### config.mk
export PLATFORM = sky130hd
export DESIGN_NAME = uart_tx_port
export DESIGN_NICKNAME = d
export VERILOG_FILES = /design/src/rtl/uart_tx_pkg.sv /design/src/rtl/uart_tx_port_baud_tick.sv /design/src/rtl/uart_tx_port.sv
export SDC_FILE = /design/constraint.sdc
export NUM_CORES = 1
export LEC_CHECK = 0
export ABC_AREA = 1
export CAP_MARGIN = 15
export CELL_PAD_IN_SITES_DETAIL_PLACEMENT = 0
export CELL_PAD_IN_SITES_GLOBAL_PLACEMENT = 1
export CORE_ASPECT_RATIO = 1.5
export CORE_MARGIN = 5
export CORE_UTILIZATION = 38
export CTS_CLUSTER_DIAMETER = 50
export DETAILED_ROUTE_END_ITERATION = 7
export MAX_ROUTING_LAYER = met4
export PLACE_DENSITY = 0.83
export REMOVE_ABC_BUFFERS = 1
export SETUP_SLACK_MARGIN = 0.4
export SLEW_MARGIN = 20
export SYNTH_ARGS = -nofsm -noshare
export SYNTH_HDL_FRONTEND = slang
export SYNTH_HIERARCHICAL = 1
export SYNTH_SLANG_ARGS = --single-unit
### constraint.sdc
create_clock -name clk -period 3.45 [get_ports clk]
set_clock_uncertainty 0.2 [all_clocks]
set_input_delay 0.345 -clock clk [delete_from_list [all_inputs] [get_ports clk]]
set_output_delay 0.345 -clock clk [all_outputs]
set_load 0.005 [all_outputs]
### src/rtl/uart_tx_pkg.sv
// Shared types and constants for the memory-mapped 8N1 serial output port.
package uart_tx_pkg;

  typedef enum logic [1:0] {
    IDLE  = 2'd0,
    START = 2'd1,
    DATA  = 2'd2,
    STOP  = 2'd3
  } tx_state_t;

  localparam logic [7:0] UART_TX_ADDR = 8'hFE;
  localparam logic [7:0] UART_ST_ADDR = 8'hFF;

  // Clocks per bit, rounded to nearest so the only baud error is this rounding.
  function automatic int calc_div(input int clk_freq, input int baud);
    return (clk_freq + baud / 2) / baud;
  endfunction

endpackage

### src/rtl/uart_tx_port_baud_tick.sv
// Bit-period timer: one-cycle tick every DIV clocks, restartable by clear.
module baud_tick #(
  parameter int DIV = 8
) (
  input  logic clk,
  input  logic rst,
  input  logic clear,
  output logic tick
);

  localparam int CW = (DIV > 1) ? $clog2(DIV) : 1;

  logic [CW-1:0] r_cnt;

  assign tick = (r_cnt == CW'(DIV - 1));

  always_ff @(posedge clk or negedge rst) begin
    if (!rst) begin
      r_cnt <= '0;
    end else if (clear || tick) begin
      r_cnt <= '0;
    end else begin
      r_cnt <= r_cnt + 1'b1;
    end
  end

endmodule

### src/rtl/uart_tx_port.sv
// Store-mapped UART transmitter: byte FIFO feeding an 8N1 serialiser with
// back-to-back frames and a sticky overflow flag in the status byte.
module uart_tx_port
  import uart_tx_pkg::*;
#(
  parameter int         CLK_FREQ = 50_000_000,
  parameter int         BAUD     = 115200,
  parameter int         DEPTH    = 4,
  parameter logic [7:0] TX_ADDR  = UART_TX_ADDR,
  parameter logic [7:0] ST_ADDR  = UART_ST_ADDR
) (
  input  logic       clk,
  input  logic       rst,
  input  logic       step,
  input  logic       we,
  input  logic [7:0] Address,
  input  logic [7:0] WriteData,
  output logic       txd,
  output logic [7:0] status,
  output logic       busy,
  output logic [1:0] o_dbg_state
);

  localparam int DIV   = calc_div(CLK_FREQ, BAUD);
  localparam int PTR_W = $clog2(DEPTH);
  localparam int CNT_W = PTR_W + 1;
  localparam logic [CNT_W-1:0] FULL_CNT = CNT_W'(DEPTH);

  logic [7:0]       r_mem [DEPTH];
  logic [PTR_W-1:0] r_head;
  logic [PTR_W-1:0] r_tail;
  logic [CNT_W-1:0] r_count;
  logic             r_ovf;

  tx_state_t        r_state;
  logic [7:0]       r_shift;
  logic [2:0]       r_idx;
  logic             r_txd;

  tx_state_t        w_state_nxt;
  logic [7:0]       w_shift_nxt;
  logic [2:0]       w_idx_nxt;
  logic             w_txd_nxt;
  logic             w_pop;
  logic             w_tick;
  logic             w_push_req;
  logic             w_clr_req;
  logic             w_push_ok;
  logic             w_full;
  logic             w_empty;

  assign w_full     = (r_count == FULL_CNT);
  assign w_empty    = (r_count == '0);
  assign w_push_req = step && we && (Address == TX_ADDR);
  assign w_clr_req  = step && we && (Address == ST_ADDR);
  // A full FIFO still accepts the byte when the serialiser frees a slot this cycle.
  assign w_push_ok  = w_push_req && (!w_full || w_pop);

  baud_tick #(.DIV(DIV)) u_baud_tick (
    .clk   (clk),
    .rst   (rst),
    .clear (w_pop),
    .tick  (w_tick)
  );

  always_ff @(posedge clk) begin
    if (w_push_ok) begin
      r_mem[r_tail] <= WriteData;
    end
  end

  always_ff @(posedge clk or negedge rst) begin
    if (!rst) begin
      r_head  <= '0;
      r_tail  <= '0;
      r_count <= '0;
      r_ovf   <= 1'b0;
    end else begin
      if (w_push_ok) begin
        r_tail <= r_tail + 1'b1;
      end
      if (w_pop) begin
        r_head <= r_head + 1'b1;
      end
      case ({w_push_ok, w_pop})
        2'b10:   r_count <= r_count + 1'b1;
        2'b01:   r_count <= r_count - 1'b1;
        default: r_count <= r_count;
      endcase
      if (w_push_req && !w_push_ok) begin
        r_ovf <= 1'b1;
      end else if (w_clr_req) begin
        r_ovf <= 1'b0;
      end
    end
  end

  always_ff @(posedge clk or negedge rst) begin
    if (!rst) begin
      r_state <= IDLE;
      r_shift <= '0;
      r_idx   <= '0;
      r_txd   <= 1'b1;
    end else begin
      r_state <= w_state_nxt;
      r_shift <= w_shift_nxt;
      r_idx   <= w_idx_nxt;
      r_txd   <= w_txd_nxt;
    end
  end

  always_comb begin
    w_state_nxt = r_state;
    w_shift_nxt = r_shift;
    w_idx_nxt   = r_idx;
    w_pop       = 1'b0;
    case (r_state)
      IDLE: begin
        if (!w_empty) begin
          w_pop       = 1'b1;
          w_shift_nxt = r_mem[r_head];
          w_state_nxt = START;
        end
      end
      START: begin
        if (w_tick) begin
          w_idx_nxt   = '0;
          w_state_nxt = DATA;
        end
      end
      DATA: begin
        if (w_tick) begin
          w_shift_nxt = {1'b0, r_shift[7:1]};
          w_idx_nxt   = r_idx + 1'b1;
          if (r_idx == 3'd7) begin
            w_state_nxt = STOP;
          end
        end
      end
      STOP: begin
        if (w_tick) begin
          if (!w_empty) begin
            w_pop       = 1'b1;
            w_shift_nxt = r_mem[r_head];
            w_state_nxt = START;
          end else begin
            w_state_nxt = IDLE;
          end
        end
      end
      default: w_state_nxt = IDLE;
    endcase
  end

  // The line level is registered from the next state so it changes exactly on the bit boundary.
  always_comb begin
    w_txd_nxt = 1'b1;
    case (w_state_nxt)
      START:   w_txd_nxt = 1'b0;
      DATA:    w_txd_nxt = w_shift_nxt[0];
      default: w_txd_nxt = 1'b1;
    endcase
  end

  assign txd         = r_txd;
  assign busy        = (r_state != IDLE) || !w_empty;
  assign status      = {5'b0, r_ovf, w_full, busy};
  assign o_dbg_state = r_state;

endmodule

==> results.txt <==
FF+latch count, synth - 63
CTS tree - done
fin crit share - 79.1%
endpoints failing hold - 0
clk slew on worst S/H paths - 0.05 ns
Final nets - 440
Setup-failing EPs final - 0
crit path kind - reg2reg
Synth Area in Adders - 5.46%
Slew Limit Fails - 0
Max Cap Viol - 0
most used cell, CP - nand2_1
# diodes - 0
CP endpoint kind - flop
WP buf/inv - 1
Initial Util - 38.3%
Max FO, Critical Path - 9
first-pass GRT wire length - 11500 µm
max incr delay on CP - 0.53 ns
row count - 42
post-synth top area share - 28.7%
status - finished, final reports clean
Worst EP arrival - 2.49 ns
PortBufs - 26
chip width - 86.6 µm
area occupied by multi-input gates - 0.00133 mm²
Synth area leader - edfxtp_1
Worst Path Required - 3.22 ns
GRT Resource Usage Total - 14.3%
Net Sw Power - 0.376 mW
Leak - 1.83 nW
largest net degree at the start of global routing - 32
Register Area - 0.00174 mm²
Chip Height - 125 µm
worst reg2reg path startpoint - u_baud_tick/r_cnt[0]
dominant cells by area after synthesis - edfxtp_1, dfrtp_1, nand2_1
core area - 0.00872 mm²
DRT Wirelength - 6710 µm
Cell Chain, Critical Path - ha_1 -> nand2_1 -> nor2_1 -> nand2_1 -> inv_1 -> nand2_2 -> nand2_4 -> nand3_4 -> nand2_1 -> nand2_2 -> nor2_1
GRT overflow - 0
wire per inst - 12.9 µm
Synth Area in Simple Gates - 24.1%
Clk Latency, worst-skew pair - 0.33 ns
setup TNS - 0 ns
Logic pwr share - 4.2%
Yosys warning total - 6
Area Overhead vs Synth - 18.8%
clock root cell - clkbuf_16
DR iter-0 viols - 169
drt via density - 4.64
CTS HTree Levels - 3
Post-CTS Resized - 0
Critical Path Start Type - flop
main combinational cell family by area after synthesis - simple AND/OR/NAND/NOR gates
RSZ-0062 raised after global routing - false
post-CTS setup buffer count - 0
Stages on worst setup path - 11
PD cells - 445 mW/mm²
die area - 0.0108 mm²
VDD IR-drop max - 0.288 mV
P_int - 1.39 mW
vias in the first global route - 2444
placed insts - 505
fill count - 869
Avg Cell Area, Syn - 8.87 µm²
Synth Area in Compound Gates - 7.41%
Final ANT Viol Nets - 0
Fmax - 367 MHz
maximum clock insertion buffer count - 2
sequential share of power - 45.7%
number of enable flip-flop cells after synthesis - 32
RD Place Congestion - 0.840
layout cell share with drive strength beyond 1 - 9.73%
Seq/Total Area, Yosys - 52.0%
R2R depth - 11
mux cell area share after synthesis - 0%
# DRC - 0
post-route insts no fill - 521
most numerous cell in the Yosys netlist - nand2_1
Yosys cell types - 33
slowest stage cell, crit path - nor2_1
Synth Flop Type - edfxtp_1
CTS sink cnt - 63
Slew @ Worst Pin - 0.682 ns
CTS Buf Count - 9
total number of vias - 2420
Pre-Repair DR Iteration Count - 4
switch share - 21.3%
crit path launch - u_baud_tick/r_cnt[0]
cells after synthesis - 377
Crit path max-delay family - simple AND/OR/NAND/NOR gates
post-DP HPWL - 4960 µm
antenna violations before repair - 0
Final Critical Period - 2.73 ns
Slew headroom - 54.5%
worst min path class - in2async
synthesized cell area - 0.00334 mm²
Async S/R FF share, synth - 49.2%
I/O pins - 32
list of most frequent post-synthesis cells - nand2_1, inv_1, nor2_1
clock share of power - 50.1%
Post-CTS Hold Buffers - 0
XOR/XNOR Fraction of Synth Area - 2.06%
[final timing paths]
check	end	slack (ns)
max reg2reg	r_mem[3][5]	0.72
max in group asynchronous	txd	2.51
min in group clk	r_shift[0]	0.29
min	r_idx[1]	0.22
max	r_mem[3][5]	0.72
min reg2reg	r_shift[0]	0.29
[through the flow]
step	total power [mW]	setup WS (ns)	area (µm²)	utilization (%)	hold slack, ns
6_report	1.77	0.722	3970	45.5	0.218
5_1_grt	1.83	0.467	3970	45.5	0.269
4_1_cts	1.79	0.678	3970	45.5	0.237
3_5_place_dp	0.897	0.689	3670	42.1	0.275
3_3_place_gp	0.897	0.825	3670	42.1	0.280
2_1_floorplan	0.853	1.07	3270	-	-0.151
[routing by layer]
| layer | GRT usage, % | share of wire [%] | wire, µm |
|---|---|---|---|
| met5 | - | 0 | 0 |
| met4 | 7.89 | 3.4 | 227 |
| met3 | 2.65 | 3.3 | 220 |
| met2 | 23.1 | 51 | 3430 |
| met1 | 16.5 | 42 | 2840 |
[flip-flops by register name (all words and copies together), names as in the netlist]
register,cells
r_ovf,1
r_mem,32
r_tail,2
txd,1
r_count,3
o_dbg_state,2
r_idx,3
r_head,2
u_baud_tick/r_cnt,9
r_shift,8
[logic make-up (layout without fill, tap and decap cells)]
group,count (synthesis),after routing
compound gates,41,41
xor+xnor,7,7
fa+ha+maj,14,14
buf+inv,67,97
flops,63,63
other cells,1,5
simple gates,184,184
[layout by cell type, fill, tap and decap left out, types with 5 or more instances in the layout]
master / count
nand2_1: 112
inv_1: 50
nor2_1: 35
edfxtp_1: 32
dfrtp_1: 30
clkdlybuf4s50_1: 26
o21ai_0: 20
nand3_1: 20
ha_1: 13
clkbuf_16: 9
o21bai_1: 6
a21oi_1: 5
o211ai_1: 5
conb_1: 5
[layout make-up]
| type | count | area share (%) |
|---|---|---|
| Clock buffer | 9 | 5.67 |
| Clock inverter | 7 | 1.83 |
| Inverter | 54 | 5.14 |
| Sequential cell | 63 | 43.8 |
| Timing Repair Buffer | 27 | 6.74 |
| Multi-Input combinational cell | 251 | 33.4 |
| Tap cell | 110 | 3.47 |
[power by group through the flow]
| stage | clock (mW) | combinational (mW) | sequential [mW] |
|---|---|---|---|
| floorplan | 0 | 0.0321 | 0.820 |
| detailed placement | 0 | 0.0760 | 0.821 |
| CTS | 0.903 | 0.0762 | 0.807 |
| global route | 0.940 | 0.0835 | 0.808 |
| finish | 0.885 | 0.0741 | 0.807 |
| global placement | 0 | 0.0754 | 0.821 |
(Power assumes the default switching activity.)
